`src/rtl/clk_mon_pkg.sv`:
```
// Shared types and helpers for the clock frequency monitor.
package clk_mon_pkg;

  typedef logic [1:0] state_t;

  localparam state_t IDLE    = 2'd0;
  localparam state_t SETTLE  = 2'd1;
  localparam state_t MEASURE = 2'd2;

  // Settle long enough to flush the synchronizer plus the edge-detect flop.
  function automatic int settle_len(input int sync_stages);
    return sync_stages + 1;
  endfunction

endpackage

```
`src/rtl/bit_sync.sv`:
```
// N-stage single-bit synchronizer with async active-low reset.
module bit_sync #(
  parameter int STAGES = 2
) (
  input  logic clk,
  input  logic rst_n,
  input  logic d,
  output logic q
);

  logic [STAGES-1:0] sync_q;

  always_ff @(posedge clk or negedge rst_n) begin
    if (!rst_n) sync_q <= '0;
    else        sync_q <= {sync_q[STAGES-2:0], d};
  end

  assign q = sync_q[STAGES-1];

endmodule

```
`src/rtl/clk_freq_monitor.sv`:
```
// Counts synchronized rising edges of mon_clk over fixed windows of clk cycles
// and flags slow, fast or stopped clocks at each window end.
module clk_freq_monitor
  import clk_mon_pkg::*;
#(
  parameter int WINDOW_CYCLES = 1000,
  parameter int CNT_W         = 16,
  parameter int SYNC_STAGES   = 2
) (
  input  logic             clk,
  input  logic             rst_n,
  input  logic             enable,
  input  logic             mon_clk,
  input  logic [CNT_W-1:0] cfg_min,
  input  logic [CNT_W-1:0] cfg_max,
  input  logic             err_clr,
  output logic [CNT_W-1:0] meas_count,
  output logic             meas_valid,
  output logic             too_slow,
  output logic             too_fast,
  output logic             clk_dead,
  output logic             err_sticky
);

  localparam int WIN_W      = $clog2(WINDOW_CYCLES);
  localparam int SETTLE_LEN = settle_len(SYNC_STAGES);
  localparam int SET_W      = $clog2(SETTLE_LEN + 1);

  localparam logic [WIN_W-1:0] WIN_LAST = WIN_W'(WINDOW_CYCLES - 1);
  localparam logic [SET_W-1:0] SET_LAST = SET_W'(SETTLE_LEN - 1);

  logic             sync_out, sync_prev, rise;
  state_t           state;
  logic [SET_W-1:0] settle_cnt;
  logic [WIN_W-1:0] win_cnt;
  logic [CNT_W-1:0] edge_cnt, final_cnt;
  logic             term, slow_nxt, fast_nxt;

  bit_sync #(.STAGES(SYNC_STAGES)) u_sync (
    .clk  (clk),
    .rst_n(rst_n),
    .d    (mon_clk),
    .q    (sync_out)
  );

  always_ff @(posedge clk or negedge rst_n) begin
    if (!rst_n) sync_prev <= 1'b0;
    else        sync_prev <= sync_out;
  end

  assign rise = sync_out & ~sync_prev;

  // Saturating count including a rise landing in the current cycle.
  assign final_cnt = (rise && (edge_cnt != '1)) ? edge_cnt + CNT_W'(1) : edge_cnt;
  assign term      = enable && (state == MEASURE) && (win_cnt == WIN_LAST);
  assign slow_nxt  = final_cnt < cfg_min;
  assign fast_nxt  = final_cnt > cfg_max;

  always_ff @(posedge clk or negedge rst_n) begin
    if (!rst_n) begin
      state      <= IDLE;
      settle_cnt <= '0;
      win_cnt    <= '0;
      edge_cnt   <= '0;
      meas_count <= '0;
      meas_valid <= 1'b0;
      too_slow   <= 1'b0;
      too_fast   <= 1'b0;
      clk_dead   <= 1'b0;
    end else begin
      meas_valid <= 1'b0;
      if (!enable) begin
        // Partial window is dropped; results hold.
        state      <= IDLE;
        settle_cnt <= '0;
        win_cnt    <= '0;
        edge_cnt   <= '0;
      end else begin
        case (state)
          IDLE: begin
            state      <= SETTLE;
            settle_cnt <= '0;
          end
          SETTLE: begin
            if (settle_cnt == SET_LAST) begin
              state    <= MEASURE;
              win_cnt  <= '0;
              edge_cnt <= '0;
            end else begin
              settle_cnt <= settle_cnt + SET_W'(1);
            end
          end
          MEASURE: begin
            if (win_cnt == WIN_LAST) begin
              meas_count <= final_cnt;
              meas_valid <= 1'b1;
              too_slow   <= slow_nxt;
              too_fast   <= fast_nxt;
              clk_dead   <= (final_cnt == '0);
              win_cnt    <= '0;
              edge_cnt   <= '0;
            end else begin
              win_cnt  <= win_cnt + WIN_W'(1);
              edge_cnt <= final_cnt;
            end
          end
          default: state <= IDLE;
        endcase
      end
    end
  end

  // A failing window beats a coincident clear.
  always_ff @(posedge clk or negedge rst_n) begin
    if (!rst_n)                         err_sticky <= 1'b0;
    else if (term && (slow_nxt | fast_nxt)) err_sticky <= 1'b1;
    else if (err_clr)                   err_sticky <= 1'b0;
  end

endmodule

```
`config.mk`:
```
export PLATFORM = sky130hd
export DESIGN_NAME = clk_freq_monitor
export DESIGN_NICKNAME = d
export VERILOG_FILES = /design/src/rtl/clk_mon_pkg.sv /design/src/rtl/bit_sync.sv /design/src/rtl/clk_freq_monitor.sv
export SDC_FILE = /design/constraint.sdc
export NUM_CORES = 1
export LEC_CHECK = 0
export CAP_MARGIN = 10
export CORE_MARGIN = 3
export CORE_UTILIZATION = 54
export CTS_CLUSTER_SIZE = 28
export DETAILED_ROUTE_END_ITERATION = 12
export PLACE_DENSITY = 0.78
export SYNTH_ARGS = -nofsm -noshare
export SYNTH_HDL_FRONTEND = slang
export SYNTH_SLANG_ARGS = --single-unit
```
`constraint.sdc`:
```
create_clock -name clk -period 4.2 [get_ports clk]
set_input_delay 1.26 -clock clk [delete_from_list [all_inputs] [get_ports clk]]
set_output_delay 1.26 -clock clk [all_outputs]
set_load 0.005 [all_outputs]
```
==> impl_results.md <==
- Clock Latency Late Sink: 0.31 ns
- Post-synth EDFFs: 0
- Vias per inst: around 5.9
- Total grt overflow: 0
- Buf/Inv on CP: 1
- Status: finished clean
- # IOs: 58
- Top-count cell post-synth: nand2_1
- Tmin final: 3.687 ns
- Number of cells on the critical path: 14
- Post-synthesis sequential area ratio: 0.3763
- Largest family of logic cells by synthesized area: simple AND/OR/NAND/NOR gates
- Core Area: between 6000 and 7000 µm²
- Post-Synth Simple-Gate Area: 0.2279
- Synth area leader: dfrtp_1
- Worst EP arrival: slightly below 4 ns
- Layout cells sized above 1: 0.06017
- Max IR drop VDD: approximately 150 µV
- Leakage: between 2 and 2.5 nW
- Max_slew headroom: 0.3841
- Setup Fix Bufs, Post-CTS: 0
- Actual slew at the worst max-slew pin: just over 0.9 ns
- Power per cell area: 213.8 nW/µm²
- Max Cap Viol: 0
- ANT cells: 0
- CTS tree: built
- Root Driver: clkbuf_8
- DIE AREA: 7664 µm²
- TritonCTS Sinks: 54
- Area added between synthesis and finish: 21.18%
- Req. time, crit path: 4.45 ns
- Clk slew on worst S/H paths: roughly 0.090 ns
- Post-synthesis mux area share: 0.01777
- 1st-pass router iterations: 5
- Main synth FF type: dfrtp_1
- Post-synthesis xor/xnor area fraction: 0.02160
- H-tree levels: 2
- Synthesized area per cell: about 8.5 µm²
- DRT iter0 DRCs: 191
- Slew Limit Fails: 0
- Post-synthesis net count: 491
- Gr busiest metal: met2
- DR vias: between 3k and 4k
- NumNets Final: between 500 and 600
- RSZ-0062 raised after global routing: no
- Initial antenna violation count: 0
- Top cells by count, synth: nand2_1, dfrtp_1, inv_1
- DRC errors left: 0
- Routed WL: ~8900 µm
- Crit path cell chain: and4b_1 > and2_1 > and3_1 > nand3_1 > mux2i_1 > inv_1 > ha_1 > nand3_1 > or3_1 > nor3_1 > o221ai_1 > o32ai_1 > o221a_1 > a211o_1
- CTS Buf Count: 5
- Fin Setup TNS: 0 ns
- Met2 global-route usage: 0.3877
- Final setup viols: 0
- Die height: between 80 and 90 µm
- CP max stage delay: between 0.5 and 0.6 ns
- Crit-path max FO: 10
- Final worst path period share: 0.8778
- DR WL/cell: around 16 µm
- Port bufs: 57
- Global placer's final weighted congestion: 0.9347
- Worst setup SP type: flip-flop
- Global-route met3 utilization: 0.02540
- Post-Synthesis Cells: between 400 and 500
- Most frequent CP cell: nand3_1
- Die Span X: between 80 and 90 µm
- Placed inst area: around 4300 µm²
- First-pass GRT wire length: roughly 15,000 µm
- DP HPWL: between 6000 and 7000 µm
- Number of global-route vias before repair: 3,067
- Critical path class: reg -> reg
- Largest net degree at the start of global routing: 31
- CTS Hold Bufs: 0
- Clk_skew: between 0.007 and 0.008 ns
- Synth cell types: just under 60
- Row Count: 29
- Worst min path class: reg -> reg
- Yosys top cell area share: 0.3763
- Delay-heaviest family, CP: simple AND/OR/NAND/NOR gates
- Compound-gate portion of the synthesized area: 0.1787
- Final ANT Viol Nets: 0
- YS warnings: 0
- Fin. Hold Viols: 0
- Design area: 4352 µm²
- Adder-cell share of the synthesized area: 0.1150
- Post_cts resized: 0
- R2R depth: 14
- GR met1 Demand/Resource: 0.3548
- Max clock buf depth: 2
- Ranking of synthesized cells by area: dfrtp_1, ha_1, nand2_1
- Initial Util: 0.5623
- Slowest stage cell, crit path: dfrtp_1
- Achievable Freq: 0.2712 GHz
- Post-Syn Area: 3591 µm²
- Hold Path Cell Cnt: 0
- Synth async-reset ratio: 1.000
- Setup crit end kind: flip-flop
- Gr usage total: 0.2447
- Synthesized flop and latch total: 54
[state kept, by name, indices dropped and copies added (netlist names), 2 cells and up]
register	count
win_cnt	10
edge_cnt	16
u_sync.sync_q	2
state	2
settle_cnt	2
meas_count	16
[where the power goes]
| part | switching (mW) | total (mW) | internal, mW |
|---|---|---|---|
| clock network | 0.176 | 0.312 | 0.136 |
| registers | 0.00261 | 0.526 | 0.523 |
| logic | 0.0454 | 0.0929 | 0.0475 |
| total | 0.224 | 0.931 | 0.707 |
[per-layer routing]
layer,wire length [µm],vias to the layer above
met5,0,-
met4,137,0
met3,548,13
met2,4016,125
met1,4179,1552
li1,-,1599
[logic make-up (layout without fill, tap and decap cells)]
logic type	count (synthesis)	in the layout
AO/OA/AOI/OAI	103	103
flip-flops	54	54
AND/OR/NAND/NOR	160	160
multiplexers	6	6
adder cells (fa/ha/maj)	33	33
buffers and inverters	57	118
XOR/XNOR	8	8
[layout by cell type (no fill, tap or decap), drive strengths merged, types with 3 or more instances in the layout]
cell	count
clkdlybuf4s50	56
a21o	9
nor2	23
nor3	7
xnor2	5
a211oi	3
nand3	19
and2	8
ha	33
nand4b	3
a21oi	21
mux2i	3
mux2	3
a22o	6
dfrtp	54
inv	47
a31oi	6
and3	9
clkbuf	6
nand4	9
nor2b	4
nand2	62
o21ai	41
buf	8
xor2	3
[stage by stage]
stage / power (mW) / instances / worst slack (ns) / utilization / hold WS [ns]
3_5_place_dp: 0.6291 / 551 / 0.5907 / 0.6659 / 0.3420
2_1_floorplan: 0.5733 / 421 / 1.019 / - / 0.3312
6_report: 0.9306 / 559 / 0.5132 / 0.6814 / 0.3606
5_1_grt: 0.9726 / 559 / 0.3454 / 0.6814 / 0.3784
4_1_cts: 0.9382 / 559 / 0.5968 / 0.6814 / 0.3641
3_3_place_gp: 0.6268 / 551 / 0.6852 / 0.6659 / 0.3423
[layout make-up]
class	count	area, µm²
clock buffer	6	82.58
clock inverter	2	16.27
fill	551	2034
inverter	46	172.7
multi-input combinational	310	2014
sequential	54	1351
tap	77	96.34
timing repair buffer	64	618.1
[path summary, 6_finish.rpt]
path | start | to | slack [ns]
worst min register to register | u_sync.sync_q[0]$_DFF_PN0_ | u_sync.sync_q[1]$_DFF_PN0_ | 0.36
min in group asynchronous | rst_n | meas_count[9]$_DFFE_PN0P_ | 0.98
worst min-delay path | u_sync.sync_q[0]$_DFF_PN0_ | u_sync.sync_q[1]$_DFF_PN0_ | 0.36
worst max-delay path | edge_cnt[0]$_DFFE_PN0P_ | err_sticky$_DFFE_PN0P_ | 0.51
worst max register to register | edge_cnt[0]$_DFFE_PN0P_ | err_sticky$_DFFE_PN0P_ | 0.51
max in group asynchronous | rst_n | edge_cnt[7]$_DFFE_PN0P_ | 2.43
[worst register-to-register path: stages, from the launching register on]
cell	delay (ns)
dfrtp_1	0.57
and4b_1	0.39
and2_1	0.20
and3_1	0.20
nand3_1	0.10
mux2i_1	0.30
inv_1	0.13
ha_1	0.32
nand3_1	0.07
or3_1	0.41
nor3_1	0.24
o221ai_1	0.16
o32ai_1	0.16
o221a_1	0.28
a211o_1	0.11
Note: power is estimated with default switching activity, not from simulation.
